[config.mk]
export PLATFORM = sky130hd
export DESIGN_NAME = imem_loader
export DESIGN_NICKNAME = d
export VERILOG_FILES = /design/src/rtl/imem_loader.sv
export SDC_FILE = /design/constraint.sdc
export NUM_CORES = 1
export LEC_CHECK = 0
export BUFFER_PORTS_ARGS = -buffer_cell sky130_fd_sc_hd__buf_2
export CAP_MARGIN = 20
export CORE_MARGIN = 1
export CORE_UTILIZATION = 57
export DETAILED_ROUTE_END_ITERATION = 10
export MAX_ROUTING_LAYER = met4
export PLACE_DENSITY = 0.87
export SYNTH_ARGS = -nofsm -noshare
export SYNTH_HDL_FRONTEND = slang
export SYNTH_SLANG_ARGS = --single-unit
[constraint.sdc]
create_clock -name clk -period 2.2 [get_ports clk]
set_clock_uncertainty 0.05 [all_clocks]
set_input_delay 0 -clock clk [delete_from_list [all_inputs] [get_ports clk]]
set_output_delay 0 -clock clk [all_outputs]
set_load 0.03 [all_outputs]
[src/rtl/imem_loader.sv]
// Instruction-memory loader: turns a LEN/HI/LO.../CSUM byte stream into consecutive 16-bit
// big-endian word writes from address 0 and holds the CPU while a load is in progress.
module imem_loader #(
    parameter int unsigned ADDR_W = 8,
    parameter int unsigned DATA_W = 16
) (
    input  logic              clk,
    input  logic              reset,
    input  logic              start,
    input  logic              abort,
    input  logic              in_valid,
    input  logic [7:0]        in_data,
    output logic              in_ready,
    output logic              mem_we,
    output logic [ADDR_W-1:0] mem_addr,
    output logic [DATA_W-1:0] mem_wdata,
    output logic              busy,
    output logic              cpu_hold,
    output logic              done,
    output logic              err
);

    typedef enum logic [2:0] {StIdle, StLen, StHi, StLo, StWrite, StCsum, StDone} state_e;

    // A LEN byte of zero stands for a full-depth load.
    localparam logic [ADDR_W:0] RemFull = {1'b1, {ADDR_W{1'b0}}};

    state_e              state_q, state_d;
    logic [ADDR_W-1:0]   addr_q, addr_d;
    logic [ADDR_W:0]     remaining_q, remaining_d;
    logic [7:0]          hi_q, hi_d;
    logic [7:0]          csum_q, csum_d;
    logic                we_q, we_d;
    logic [ADDR_W-1:0]   waddr_q, waddr_d;
    logic [DATA_W-1:0]   wdata_q, wdata_d;
    logic                err_q, err_d;
    logic                xfer;

    assign xfer = in_valid && in_ready;

    always_comb begin
        state_d     = state_q;
        addr_d      = addr_q;
        remaining_d = remaining_q;
        hi_d        = hi_q;
        csum_d      = csum_q;
        we_d        = 1'b0;
        waddr_d     = waddr_q;
        wdata_d     = wdata_q;
        err_d       = err_q;

        if (abort && (state_q != StIdle)) begin
            state_d = StIdle;
            err_d   = 1'b1;
        end else begin
            unique case (state_q)
                StIdle: begin
                    if (start) begin
                        state_d = StLen;
                        addr_d  = '0;
                        err_d   = 1'b0;
                        csum_d  = '0;
                    end
                end
                StLen: begin
                    if (xfer) begin
                        remaining_d = (in_data == 8'd0) ? RemFull : (ADDR_W+1)'(in_data);
                        state_d     = StHi;
                    end
                end
                StHi: begin
                    if (xfer) begin
                        hi_d    = in_data;
                        csum_d  = csum_q ^ in_data;
                        state_d = StLo;
                    end
                end
                StLo: begin
                    if (xfer) begin
                        wdata_d = DATA_W'({hi_q, in_data});
                        waddr_d = addr_q;
                        csum_d  = csum_q ^ in_data;
                        we_d    = 1'b1;
                        state_d = StWrite;
                    end
                end
                StWrite: begin
                    addr_d      = addr_q + ADDR_W'(1);
                    remaining_d = remaining_q - (ADDR_W+1)'(1);
                    state_d     = (remaining_q == (ADDR_W+1)'(1)) ? StCsum : StHi;
                end
                StCsum: begin
                    if (xfer) begin
                        err_d   = (in_data != csum_q);
                        state_d = StDone;
                    end
                end
                StDone:  state_d = StIdle;
                default: state_d = StIdle;
            endcase
        end
    end

    always_ff @(posedge clk or negedge reset) begin
        if (!reset) begin
            state_q     <= StIdle;
            addr_q      <= '0;
            remaining_q <= '0;
            hi_q        <= '0;
            csum_q      <= '0;
            we_q        <= 1'b0;
            waddr_q     <= '0;
            wdata_q     <= '0;
            err_q       <= 1'b0;
        end else begin
            state_q     <= state_d;
            addr_q      <= addr_d;
            remaining_q <= remaining_d;
            hi_q        <= hi_d;
            csum_q      <= csum_d;
            we_q        <= we_d;
            waddr_q     <= waddr_d;
            wdata_q     <= wdata_d;
            err_q       <= err_d;
        end
    end

    // An abort landing on the write cycle must still kill the write.
    assign mem_we    = we_q && !abort;
    assign mem_addr  = waddr_q;
    assign mem_wdata = wdata_q;
    assign in_ready  = (state_q == StLen) || (state_q == StHi) || (state_q == StLo) ||
                       (state_q == StCsum);
    assign busy      = (state_q != StIdle);
    assign cpu_hold  = busy;
    assign done      = (state_q == StDone);
    assign err       = err_q;

endmodule

**Word level (Yosys, flattened, before mapping)**

Cells that the tools add are included.

- Eq/ne operators: 16
- Mux-type cells: 22
- Add/subtract/negate cells: 2
- Bitwise operators: 2
- Reduce and logical (&&, ||, !) cells: 22

Operators by type and width:

| kind | number |
|---|---|
| 8-bit case mux with 2 select lines | 2 |
| 3-bit 2-to-1 mux | 7 |
| 9-bit 2-to-1 mux | 2 |
| 3-bit case mux with 6 select lines | 1 |
| 9-bit case mux with 2 select lines | 1 |
| 8-bit 2-to-1 mux | 2 |
| 3-bit != test (second input constant) | 5 |
| 3-bit AND reduction | 5 |
| 3-bit equality test (second input constant) | 3 |
| 9-bit by 1-bit equality test with 1-bit output (second input constant) | 1 |
| 9-bit by 1-bit subtractor with 9-bit output (second input constant) | 1 |
| 8-bit by 1-bit adder with 8-bit output (second input constant) | 1 |
| 8-bit zero test | 1 |
| 8-bit != test | 1 |
| 8-bit XOR | 1 |
| 3-bit by 2-bit equality test with 1-bit output (second input constant) | 2 |
| 1-bit 2-to-1 mux | 6 |
| 2-bit nonzero test | 3 |
| 3-bit nonzero test | 2 |
| 5-bit AND reduction | 1 |
| 2-bit != test (second input constant) | 2 |
| 4-bit AND reduction | 1 |
| 3-bit by 1-bit equality test with 1-bit output (second input constant) | 1 |
| 1-bit logical AND | 3 |
| 7 further kinds | 9 |

- Input bits: 13
- Word-level logic and storage cells: 73
- Flip-flop bits (word level): 62

**Longest topological paths before layout**

- Depth in word-level cells: 8
- Gate-level depth with buffers: 7
- Gate-level depth less buffers: 6

**Least setup slack after synthesis**

Ideal clock, no wire load.

- Kind: register -> register
- Start point: reg remaining_q[0]
- End point: reg remaining_q[8]
- Slack: 500 ps
- Cell stages (with the launch flop): 7
- Arrival: 1,573 ps
- Path buffers: 0
- Path through: dfrtp_1 > inv_1 > ha_1 > or4b_1 > o41ai_1 > a21oi_1 > a21oi_1

- Word-level cells in the longest chain between the ends: 2

RTL lines:

| element | line | text |
|---|---|---|
| start, declared | 30 | `logic [ADDR_W:0] remaining_q, remaining_d;` |
| start signal, assigned | 118 | `remaining_q <= remaining_d;` |
| 9-bit by 1-bit subtractor with 9-bit output | 89 | `remaining_d = remaining_q - (ADDR_W+1)'(1);` |
| 9-bit case mux with 2 select lines | 56 | `unique case (state_q)` |

No other way between the ends.
A chain may end at the register's enable or synchronous reset.

**Worst setup path after layout**

- Start point: reg state_q[0]
- End point: reg remaining_q[8]

- Word-level cells in the longest chain between the ends: 7
- Elaborated cells between the ends (all ways): 16
- Those cells by class: eq/ne (6); mux (1); bitwise (1); reduce/logical (8)

RTL lines:

| element | line | text |
|---|---|---|
| start, declared | 28 | `state_e state_q, state_d;` |
| start signal, assigned | 106 | `state_q <= StIdle;` |
| start signal, assigned | 116 | `state_q <= state_d;` |
| 3-bit by 1-bit equality test with 1-bit output / 3-bit by 2-bit equality test with 1-bit output (equally long branches) | 56, 132 |  |
| 1-bit logical OR (3 in a row) | 132 | `assign in_ready = (state_q == StLen) \|\| (state_q == StHi) \|\| (state_q == StLo) \|\|` |
| 1-bit logical AND | 39 | `assign xfer = in_valid && in_ready;` |
| 2-bit != test (no source line) | n/a |  |
| 3-bit AND reduction (no source line) | n/a |  |

Parallel ways exist; a longest one is shown, timed or not.

==> results.tsv <==
metric	value	unit
1st-iter DRT viols	151	
clk root buf	clkbuf_8	
first-pass GRT wire length	11.0	mm
Tot GR Track Use	27.7	%
H-tree depth	3	
# diodes	0	
Gate Count Post-Synth	279	
sequential fraction of the synthesis area	49.9	%
unrepaired setup endpoints after global routing	no	
Post-CTS Setup Bufs	0	
Syn-to-layout area delta	17.5	%
met3 GRT Util	8.07	%
Core Rows	26	
Clock Latency Late Sink	0.34	ns
PD cells	1210	nW/um^2
GRT overflow	0	
FILL cells	368	
CTS clock-pin slew for the worst setup and hold paths	0.07	ns
status	finished clean	
met2 Use GR	45.5	%
EDFF count, synth	0	
CP Capture Type	register	
sequential share of power	41.2	%
Clk pwr share	22.8	%
Slew Viols, Final	0	
Yosys Warn Count	0	
Sum Neg Setup Slack	0	ns
HP Class	in2reg	
reg2reg path depth	4	
drt drc	0	
vias in the first global route	2287	
Synth async-reset ratio	100	%
Yosys reg bits	62	
worst endpoint required time	2.35	ns
Net Sw Power	1720	uW
most common flop cell mapped by yosys	dfrtp_1	
syn avg cell area	11.1	um^2
Finished Cell Area	3650	um^2
fmax	0.521	GHz
total clock sinks	62	
Die H	75.8	um
DRT antenna net count	0	
Max Cap Viol	0	
post-placement cell area	3350	um^2
CTS tree	built	
Max VDD drop	810	uV
Die X	75.8	um
Tightest Pin Transition	0.639	ns
Via density	5.81	
Routed WL per cell	16.9	um
worst hold stages	4	
CTS resizes	0	
Leakage	0.00182	uW
# setup viols final	0	
Netlist Area Pre-Place	3110	um^2
Initial Util	60.1	%
Layout Nets	351	
routed via count	2383	
critical path fanouts, max	17	
internal cell power	2700	uW
Final min period	1.92	ns
Final Hold Viols	0	
crit path DAT	2.07	ns
CTS Buf Count	9	
I/O Buffers	42	
kind of critical path	reg2reg	
antenna violations before repair	0	
share of post-route cells with drive strength above 1	31.2	%
Setup crit start kind	register	
detailed placement HPWL	4.69	mm
GRT Max-Usage Layer	met2	
Max Root-Sink Buffers	2	
drt pass-1 iters	4	
Combinational Power Share	36.0	%
Core ar.	5170	um^2
Syn Nets	295	
die area	5750	um^2
switching share of power	38.9	%
Tcrit/Tclk final	87.2	%
GR met1 Demand/Resource	31.6	%
io pins	43	
drt total wl	6.94	mm
relative slew slack	57.4	%
pin count of the biggest net entering global routing	30	
RePlAce Congestion	0.916	
post-synth cell types	54	
## cell families (layout without fill, tap and decap cells)
group           Yosys count  after routing  share of synthesized area (%)
xor+xnor                 11             11                           3.10
simple gates             78             78                           14.3
buf+inv                  20             81                           4.27
compound gates           72             72                           15.3
mux                      33             33                           12.0
flops                    62             62                           49.9
fa+ha+maj                 3              3                           1.21
## synth_stat cells (5+ instances only)
master    instances  area [um^2]
a21oi_1          13         65.1
buf_6             6         67.6
o211ai_1          5         37.5
dfrtp_1          62         1550
xnor2_1           8         70.1
a21o_1            9         67.6
mux2_2           33          372
o21ai_0          23          115
nor2_1           21         78.8
inv_1             5         18.8
nand2_1          19         71.3
## final timing paths
check | start | end | slack, ns
max reg2reg | state_q[0]$_DFFE_PN0P_ | remaining_q[8]$_DFFE_PN0P_ | 0.28
max | state_q[0]$_DFFE_PN0P_ | remaining_q[8]$_DFFE_PN0P_ | 0.28
min reg2reg | mem_wdata[9]$_DFFE_PN0P_ | mem_wdata[9]$_DFFE_PN0P_ | 0.45
min | in_valid | state_q[2]$_DFFE_PN0P_ | 0.10
min in group asynchronous | reset | addr_q[4]$_DFFE_PN0P_ | 0.16
max in group asynchronous | reset | csum_q[2]$_DFFE_PN0P_ | 1.24
## layout by cell type (no fill, tap or decap), types with 3 or more instances in the layout
cell           count
dlygate4sd3_1     10
buf_4              8
a21o_1             9
xnor2_1            8
inv_1              5
nor2_1            21
dfrtp_1           62
a22oi_1            3
nand2_1           19
xor2_1             3
mux2_2            33
clkbuf_8          11
nor3_1             3
ha_1               3
o211ai_1           5
or3_1              4
a211oi_1           4
nand3_1            4
clkinv_2           3
a21oi_1           13
buf_2             42
o21ai_0           23
nand2b_1           4
## per-stage QoR
step	power [uW]	hold slack, ns	cells	util [%]	setup WS [ns]
after CTS	4430	0.0717	410	70.6	0.294
after detailed placement	3390	-0.000727	384	64.8	0.310
after global routing	4670	0.104	410	70.6	0.156
after floorplan	2960	-0.346	279	-	0.500
final	4420	0.101	410	70.6	0.281
after global placement	3300	0.000752	384	64.8	0.372
## registers in the layout, summed over array words and instances (netlist names)
name,cells
remaining_q,9
state_q,3
addr_q,8
err,1
hi_q,8
mem_wdata,16
we_q,1
csum_q,8
mem_addr,8
## what timing repair did
| item | 4_1_cts | 5_1_grt |
|---|---|---|
| hold endpoints to repair | 46 | 0 |
| hold buffers | 10 | 0 |
| endpoints found under the setup margin | 0 | 0 |
## power by group through the flow
stage	clock network (uW)	logic [uW]	registers [uW]
2_1_floorplan	0	956	2000
3_3_place_gp	0	1510	1790
3_5_place_dp	0	1570	1820
4_1_cts	1020	1590	1810
5_1_grt	1070	1740	1860
6_report	1010	1590	1820
## per-layer routing
metal	vias to the layer above	routed length, um
met4	0	95
met2	89	3700
met5	-	0
met1	1162	2780
met3	13	361
li1	1119	-
## final cells by class
type,count,area [um^2],area share (%)
clock buffer,12,155,4.25
clock inverter,4,45.0,1.23
inverter,5,18.8,0.514
multi-input combinational,197,1420,39.0
sequential,62,1550,42.5
tap,70,87.6,2.40
timing repair buffer,60,370,10.1
## worst max-delay path, stage by stage (launching register included)
cell and delay [ns]:
dfrtp_1 0.56, or3b_1 0.66, nor2_1 0.26, a31o_2 0.18, a21oi_1 0.07
Note: power is estimated with default switching activity, not from simulation.
